===== config.mk =====
export PLATFORM = sky130hd
export DESIGN_NAME = stage_memory
export DESIGN_NICKNAME = d
export VERILOG_FILES = /design/src/rtl/stage_memory.sv
export SDC_FILE = /design/constraint.sdc
export NUM_CORES = 1
export LEC_CHECK = 0
export ABC_CLOCK_PERIOD_IN_PS = 1610
export CORE_UTILIZATION = 40
export DETAILED_ROUTE_END_ITERATION = 8
export PLACE_DENSITY = 0.77
export SETUP_SLACK_MARGIN = 0.3
export SLEW_MARGIN = 15
export SYNTH_ARGS = -nofsm -noshare
export SYNTH_HDL_FRONTEND = slang
export SYNTH_SLANG_ARGS = --single-unit

===== constraint.sdc =====
create_clock -name clk -period 1.61 [get_ports clk]
set_input_delay 0.161 -clock clk [delete_from_list [all_inputs] [get_ports clk]]
set_output_delay 0.161 -clock clk [all_outputs]
set_load 0.01 [all_outputs]

===== src/rtl/stage_memory.sv =====
// -----------------------------------------------------------------------------
// stage_memory
//   Pipeline stage 4 (MEM). Registers the MEM/WB results and turns
//   execute-stage loads and stores into a req/ack data-memory transaction
//   with variable latency. Builds byte lanes for stores, sign/zero extends
//   loads, stalls upstream while a transaction is outstanding, and reports
//   misaligned accesses and memory timeouts.
//
//   state | meaning
//   ------+-----------------------------------------------------------------
//   IDLE  | accept an instruction; non-mem and misaligned ops retire here
//   REQ   | dmem_req high, waiting for dmem_ack or the timeout limit
//   RESP  | out_valid pulse with the memory result, upstream released
//
// Ports
//   clk, reset               clock (rising edge), synchronous active-high reset
//   in_*                     execute-stage results and control
//   out_stall                upstream must hold (combinational)
//   out_*                    registered MEM/WB results, out_valid is a pulse
//   dmem_*                   data-memory req/ack interface
// -----------------------------------------------------------------------------
module stage_memory #(
  parameter int TIMEOUT_CYCLES = 64
) (
  input  logic        clk,
  input  logic        reset,
  input  logic        in_valid,
  input  logic [31:0] in_alu_out,
  input  logic [31:0] in_rs2,
  input  logic [2:0]  in_funct3,
  input  logic [4:0]  in_rd,
  input  logic        in_mem_read,
  input  logic        in_mem_write,
  input  logic        in_mem_to_reg,
  input  logic        in_write_enable,
  output logic        out_stall,
  output logic        out_valid,
  output logic [31:0] out_alu_out,
  output logic [31:0] out_mem_data,
  output logic [4:0]  out_rd,
  output logic        out_mem_to_reg,
  output logic        out_write_enable,
  output logic        out_misaligned,
  output logic        out_fault,
  output logic        dmem_req,
  output logic        dmem_we,
  output logic [31:0] dmem_addr,
  output logic [31:0] dmem_wdata,
  output logic [3:0]  dmem_wstrb,
  input  logic        dmem_ack,
  input  logic [31:0] dmem_rdata
);

  localparam int CW = $clog2(TIMEOUT_CYCLES + 1);

  typedef enum logic [1:0] {
    ST_IDLE = 2'd0,
    ST_REQ  = 2'd1,
    ST_RESP = 2'd2
  } state_t;

  state_t      r_state;
  logic [CW-1:0] r_cnt;

  logic        r_out_valid;
  logic [31:0] r_out_alu_out;
  logic [31:0] r_out_mem_data;
  logic [4:0]  r_out_rd;
  logic        r_out_mem_to_reg;
  logic        r_out_write_enable;
  logic        r_out_misaligned;
  logic        r_out_fault;

  logic        r_dmem_we;
  logic [31:0] r_dmem_addr;
  logic [31:0] r_dmem_wdata;
  logic [3:0]  r_dmem_wstrb;

  // Per-transaction context kept while the access is outstanding
  logic        r_is_load;
  logic [1:0]  r_addr_lo;
  logic [2:0]  r_funct3;
  logic        r_we_pend;

  logic        w_is_mem;
  logic        w_misaligned;
  logic        w_accept_mem;
  logic [3:0]  w_wstrb;
  logic [31:0] w_wdata;
  logic [7:0]  w_byte;
  logic [15:0] w_half;
  logic [31:0] w_load_data;

  assign w_is_mem = in_mem_read | in_mem_write;

  // Size from funct3[1:0]: 00 byte, 01 half, anything else is a word access
  always_comb begin
    w_misaligned = 1'b0;
    if (in_funct3[1:0] == 2'b01)
      w_misaligned = in_alu_out[0];
    else if (in_funct3[1])
      w_misaligned = (in_alu_out[1:0] != 2'b00);
  end

  assign w_accept_mem = (r_state == ST_IDLE) && in_valid && w_is_mem && !w_misaligned;
  assign out_stall    = w_accept_mem || (r_state == ST_REQ);

  always_comb begin
    w_wstrb = 4'b1111;
    w_wdata = in_rs2;
    case (in_funct3[1:0])
      2'b00: begin
        w_wstrb = 4'b0001 << in_alu_out[1:0];
        w_wdata = {4{in_rs2[7:0]}};
      end
      2'b01: begin
        w_wstrb = in_alu_out[1] ? 4'b1100 : 4'b0011;
        w_wdata = {2{in_rs2[15:0]}};
      end
      default: begin
        w_wstrb = 4'b1111;
        w_wdata = in_rs2;
      end
    endcase
  end

  always_comb begin
    w_byte = dmem_rdata[7:0];
    case (r_addr_lo)
      2'd0: w_byte = dmem_rdata[7:0];
      2'd1: w_byte = dmem_rdata[15:8];
      2'd2: w_byte = dmem_rdata[23:16];
      2'd3: w_byte = dmem_rdata[31:24];
      default: w_byte = dmem_rdata[7:0];
    endcase
  end

  assign w_half = r_addr_lo[1] ? dmem_rdata[31:16] : dmem_rdata[15:0];

  always_comb begin
    w_load_data = dmem_rdata;
    case (r_funct3)
      3'b000:  w_load_data = {{24{w_byte[7]}}, w_byte};
      3'b100:  w_load_data = {24'd0, w_byte};
      3'b001:  w_load_data = {{16{w_half[15]}}, w_half};
      3'b101:  w_load_data = {16'd0, w_half};
      default: w_load_data = dmem_rdata;
    endcase
  end

  always_ff @(posedge clk) begin
    if (reset) begin
      r_state            <= ST_IDLE;
      r_cnt              <= '0;
      r_out_valid        <= 1'b0;
      r_out_alu_out      <= 32'd0;
      r_out_mem_data     <= 32'd0;
      r_out_rd           <= 5'd0;
      r_out_mem_to_reg   <= 1'b0;
      r_out_write_enable <= 1'b0;
      r_out_misaligned   <= 1'b0;
      r_out_fault        <= 1'b0;
      r_dmem_we          <= 1'b0;
      r_dmem_addr        <= 32'd0;
      r_dmem_wdata       <= 32'd0;
      r_dmem_wstrb       <= 4'd0;
      r_is_load          <= 1'b0;
      r_addr_lo          <= 2'd0;
      r_funct3           <= 3'd0;
      r_we_pend          <= 1'b0;
    end else begin
      r_out_valid      <= 1'b0;
      r_out_misaligned <= 1'b0;
      r_out_fault      <= 1'b0;

      case (r_state)
        ST_IDLE: begin
          if (in_valid) begin
            r_out_alu_out    <= in_alu_out;
            r_out_rd         <= in_rd;
            r_out_mem_to_reg <= in_mem_to_reg;
            if (!w_is_mem || w_misaligned) begin
              // Retires in one cycle; a misaligned access is never issued
              r_out_valid        <= 1'b1;
              r_out_mem_data     <= 32'd0;
              r_out_write_enable <= w_is_mem ? 1'b0 : in_write_enable;
              r_out_misaligned   <= w_is_mem;
            end else begin
              r_dmem_we    <= in_mem_write;
              r_dmem_addr  <= {in_alu_out[31:2], 2'b00};
              r_dmem_wdata <= in_mem_write ? w_wdata : 32'd0;
              r_dmem_wstrb <= in_mem_write ? w_wstrb : 4'd0;
              // A store wins when both read and write are flagged
              r_is_load    <= ~in_mem_write;
              r_addr_lo    <= in_alu_out[1:0];
              r_funct3     <= in_funct3;
              r_we_pend    <= in_write_enable;
              r_cnt        <= '0;
              r_state      <= ST_REQ;
            end
          end
        end

        ST_REQ: begin
          if (dmem_ack) begin
            r_out_valid        <= 1'b1;
            r_out_mem_data     <= r_is_load ? w_load_data : 32'd0;
            r_out_write_enable <= r_we_pend;
            r_state            <= ST_RESP;
          end else if (r_cnt == CW'(TIMEOUT_CYCLES - 1)) begin
            r_out_valid        <= 1'b1;
            r_out_fault        <= 1'b1;
            r_out_mem_data     <= 32'd0;
            r_out_write_enable <= 1'b0;
            r_state            <= ST_RESP;
          end else begin
            r_cnt <= r_cnt + CW'(1);
          end
        end

        ST_RESP: begin
          r_state <= ST_IDLE;
        end

        default: begin
          r_state <= ST_IDLE;
        end
      endcase
    end
  end

  assign dmem_req         = (r_state == ST_REQ);
  assign dmem_we          = r_dmem_we;
  assign dmem_addr        = r_dmem_addr;
  assign dmem_wdata       = r_dmem_wdata;
  assign dmem_wstrb       = r_dmem_wstrb;

  assign out_valid        = r_out_valid;
  assign out_alu_out      = r_out_alu_out;
  assign out_mem_data     = r_out_mem_data;
  assign out_rd           = r_out_rd;
  assign out_mem_to_reg   = r_out_mem_to_reg;
  assign out_write_enable = r_out_write_enable;
  assign out_misaligned   = r_out_misaligned;
  assign out_fault        = r_out_fault;

endmodule


==> Word level (Yosys, flattened, before mapping) <==
Cells that the tools add are included.
{ "totals": {"inputBits": 112, "reg_bits": 157, "out_inout_bits": 145, "word_cells": 98} }
{ "classes": {"eq_ne": 15, "bitwise": 6, "reduce_logical": 20, "shift": 1, "addsub": 1, "muxes": 37} }
{ "op_table": {"columns": ["operator", "n"], "rows": [
  ["2-to-1 mux 32 bit", 6],
  ["case mux 32 bit (2 select lines)", 2],
  ["case mux 32 bit (4 select lines)", 1],
  ["case mux 8 bit (4 select lines)", 1],
  ["2-to-1 mux 7 bit", 4],
  ["2-to-1 mux 16 bit", 1],
  ["case mux 7 bit (2 select lines)", 1],
  ["2-to-1 mux 1 bit", 11],
  ["2-to-1 mux 2 bit", 4],
  ["2-to-1 mux 4 bit", 2],
  ["inequality test 2 bit (second input constant)", 4],
  ["case mux 4 bit (2 select lines)", 1],
  ["adder 7 x 1 -> 7 bit (second input constant)", 1],
  ["equality test 7 x 6 -> 1 bit (second input constant)", 1],
  ["equality test 2 x 1 -> 1 bit (second input constant)", 3],
  ["equality test 3 bit (second input constant)", 2],
  ["zero test 2 bit", 3],
  ["AND reduction 3 bit", 2],
  ["inverter 1 bit", 5],
  ["AND reduction 5 bit", 1],
  ["equality test 2 bit (second input constant)", 2],
  ["case mux 1 bit (2 select lines)", 2],
  ["case mux 2 bit (2 select lines)", 1],
  ["AND reduction 4 bit", 1],
  ["13 further kinds", 18]
]} }

==> Depth between registers and ports, before layout <==
{ "depth": {"word_depth": 7, "depth_mapped": 7, "mapped_depth_nobuf": 5} }

==> Least setup slack after synthesis <==
Ideal clock, no wire load.
{ "synth_path": {"path_kind": "register to register", "from": "register r_cnt[0]", "to": "register r_out_mem_data[18] (netlist: out_mem_data[18])", "t_required_ns": 1.551, "synth_period_minus_slack_ns": 1.622, "stages_incl_launch_ff": 7, "path_slack_ns": -0.012, "arrival_ns": 1.563, "setup_ns": 0.059, "path_buffers": 1, "cell_sequence": "dfxtp_1 > ha_1 > nor2b_1 > a21o_1 > a211oi_4 > buf_6 > a22o_1"} }
{ "synth_between": {"elab_chain_cells": 3} }
{ "synth_rtl": {"columns": ["element", "line_no", "rtl"], "rows": [
  ["start: declaration", "63", "logic [CW-1:0] r_cnt;"],
  ["start signal: assignment", "217", "r_cnt <= r_cnt + CW'(1);"],
  ["equality test 7 x 6 -> 1 bit", "210", "end else if (r_cnt == CW'(TIMEOUT_CYCLES - 1)) begin"],
  ["inequality test 3 x 1 -> 1 bit (no source line)", null, null],
  ["AND reduction 4 bit (no source line)", null, null],
  ["end signal: assignment", "207", "r_out_mem_data <= r_is_load ? w_load_data : 32'd0;"],
  ["end: declaration", "67", "logic [31:0] r_out_mem_data;"]
]} }
No other way between the ends.
A chain may end at the register's enable or synchronous reset.

==> Worst setup path in the final report <==
{ "layout_path": {"from": "register r_state[1]", "to": "register r_dmem_wstrb[0] (netlist: dmem_wstrb[0])"} }
{ "layout_between": {"elab_chain_cells": 2} }
{ "layout_rtl": {"columns": ["element", "line_no", "rtl"], "rows": [
  ["start: declaration", "62", "state_t r_state;"],
  ["start signal: assignment", "153", "r_state <= ST_IDLE;"],
  ["start signal: assignment", "199", "r_state <= ST_REQ;"],
  ["start signal: assignment", "209", "r_state <= ST_RESP;"],
  ["zero test 2 bit", "176", "case (r_state)"],
  ["AND reduction 3 bit (no source line)", null, null],
  ["end signal: assignment", "192", "r_dmem_wstrb <= in_mem_write ? w_wstrb : 4'd0;"],
  ["end: declaration", "77", "logic [3:0] r_dmem_wstrb;"]
]} }
No other way between the ends.

==> results.toml <==
[logic_synthesis]
synth_top_area_share_pct = 47.4
ys_ff_latch = 157
yosysTopAreaCell = "dfxtp_1"
synthTopCellsByArea = "dfxtp_1, nand2_1, a21oi_1"
syn_inst = 792
syn_area_per_cell_um2 = 8.37
synth_edf_count = 0
ys_seq_area_share_pct = 47.4
async_flop_share_pct = 0
ys_types = 46
syn_area_um2 = 6630
yosysWarnings = 0
ys.flop_type = "dfxtp_1"

[cts]
cts_tree = "done"
clk_pin_slew_ns = 0.06
cts_sinks = 157
numCtsBuffers = 17
clock_latency_ns = 0.42
clockRootBuffer = "clkbuf_16"
ctsHtreeMaxLevel = 4
hold_buffers = 0
clockBufferDepth = 2

[finish]
final_cells = 1325
postLayoutCoreUtil_pct = 75.8
fin_nets = 1211
syn_to_final_growth_pct = 83.5
drive_above_1_share_pct = 34.6

[timing]
slew_headroom_pct = 50.4
maxSlewViolCount = 0
setup_viol = 101
finalCriticalPeriod_ns = 1.75
fin_ws_ns = -0.141
rsz0062_at_grt = "yes"
final_hold_viol_count = 0
max_freq_ghz = 0.571
post-route-period-util_pct = 109
max_slew.worst_pin.slew_ns = 0.743
finalClockSkew_ns = 0.00596

[placement]
pre_cts_slack_ns = -0.398
gp_congestion = 0.821
dp.cells = 1247
dp_hpwl_um = 14700
placement.io_buffers = 254

[detailed_routing]
ant_nets = 0
drtIter0Drc = 506
avgRoutedWirePerCell_um = 20.9
via_count = 7324
vias_per_cell = 5.53
dr.pass1.iters = 5
drt-total-wl_um = 27600
drc = 0

[run]
maxCapViolations = 0

[grt]
grt_pass1_vias = 6902
grt_pass1_wl_um = 37000
track_usage_pct = 28.3
grt_max_degree = 76
overflow = 0
antenna_found_initial = 2

[worst_setup_path]
r2r_slack_ns = -0.14
r2r_cells = 7
critPathRequiredTime_ns = 1.95
path_cells = "nor3b_4, buf_6, and3_4, buf_6, buf_16, nand3b_1, a21oi_1"
critical_path_arrival_ns = 2.09
path_max_fanout = 7
path_common_cell = "buf_6"
timing.rr.start = "r_state[1]"
endpoint = "dmem_wstrb[0]"
r2r-end = "dmem_wstrb[0]"
startpoint = "r_state[1]"
crit_type = "flip-flop to flip-flop"
setup.worst_path.end_class = "flip-flop"
cp-start-kind = "flip-flop"
critPathSlowestCell = "dfxtp_4"
cpPeakStageDelay_ns = 0.37

[power]
p_per_area_nw_per_um2 = 878
power.total_mw = 10.7
p_leak_nw = 5.44
peakVddDrop_mv = 0.776

[worst_hold_path]
hold_depth = 2
hp-class = "input pin to flip-flop"

[die]
core-area_um2 = 16100
die_w_um = 131
io_pins = 257
rows = 46
start_util_pct = 41.3
die_h_um = 131
dieArea_um2 = 17100

[outcome]
status = "complete, but fails checks"
failed_checks = "setup timing"
layout make-up:
| class | count | area (µm²) |
|---|---|---|
| Sequential cell | 157 | 3160 |
| Clock inverter | 7 | 164 |
| Antenna cell | 2 | 5.00 |
| Inverter | 4 | 20.0 |
| Clock buffer | 21 | 460 |
| Tap cell | 216 | 270 |
| Fill cell | 1026 | 3890 |
| Timing Repair Buffer | 349 | 3680 |
| Multi-Input combinational cell | 569 | 4420 |
where the power goes:
group	switching [mW]	internal [mW]	leakage, nW
Clock	1.58	2.80	0.305
Combinational	1.12	1.07	3.85
Sequential	0.0873	4.03	1.28
Total	2.79	7.90	5.44
cell families (layout without fill, tap and decap cells):
family	after synthesis	count (layout)	share of synthesized area (%)
buffers and inverters	68	381	4.87
adder cells (fa/ha/maj)	1	1	0.189
AND/OR/NAND/NOR	316	317	20.7
multiplexers	43	43	7.15
flip-flops	157	157	47.4
other	1	4	0.0565
AO/OA/AOI/OAI	206	206	19.6
stage by stage:
step                TNS [ns]  hold slack, ns  cell area (µm²)
floorplan                  0           0.237             6740
global placement      -33.23           0.438             9640
detailed placement    -37.45           0.444             9640
CTS                  -0.0124          0.0280            11400
global route           -7.64          0.0378            12200
finish                 -4.69          0.0409            12200
Yosys cell counts, types with 2 or more instances:
master / count
inv_1: 4
a21oi_1: 117
o2bb2ai_1: 8
nor3_1: 4
buf_1: 2
a32o_1: 8
buf_4: 4
nand3b_1: 2
a22o_1: 16
a211oi_1: 5
a21oi_2: 3
nor2_1: 11
nand3_1: 39
nand2b_1: 22
mux2_2: 25
nor3b_1: 3
o21ai_0: 17
buf_2: 18
clkbuf_1: 36
buf_6: 4
dfxtp_1: 157
o2111ai_1: 2
o211ai_1: 2
mux2i_1: 17
a31oi_1: 2
nand2_1: 220
a21o_1: 18
nor2b_1: 8
worst min path at each step:
stage | slack (ns) | startpoint | endpoint
floorplan | 0.24 | dmem_ack | out_fault
global placement | 0.44 | dmem_wstrb[2] | dmem_wstrb[2]
detailed placement | 0.44 | dmem_wdata[3] | dmem_wdata[3]
CTS | 0.03 | reset | out_alu_out[0]
global route | 0.04 | reset | out_alu_out[0]
finish | 0.04 | reset | out_alu_out[0]
layer usage:
layer / GRT usage (%) / vias to the layer above / part of all wire [%]
li1: - / 3333 / -
met4: 11.0 / 0 / 3.5
met5: 0 / - / 0
met2: 47.9 / 350 / 50
met1: 35.4 / 3562 / 41
met3: 5.46 / 79 / 6.2
worst max-delay path, delay by kind of cell (launching register included):
family	cells	cell delay [ns]
and+or+nand+nor	3	0.69
buffers and inverters	3	0.41
DFF	1	0.37
AOI/OAI and AO/OA	1	0.19
cell usage in the layout (no fill, tap or decap), drive strengths merged, types with 4 or more instances in the layout:
cell type and n:
a211oi 6, mux2i 17, o2bb2ai 8, nand3 39, clkbuf 26, inv 4, nor2b 8, o21ai 18
nor2 11, dlygate4sd2 125, clkdlybuf4s50 109, a21o 18, a21oi 120, nor3b 4, bufinv 5, dfxtp 157
dlymetal6s2s 16, a32o 8, nand2b 22, a22o 16, buf 93, nand2 220, nor3 5, mux2 25
timing repair:
action / CTS / global route
gates cloned: 9 / 5
setup endpoints to repair: 298 / 175
pin swaps: 65 / 76
endpoints found under the hold margin: 0 / 0
resized for setup: 347 / 140
buffers inserted: 26 / 8
No activity file was read; power rests on OpenSTA's default activity.
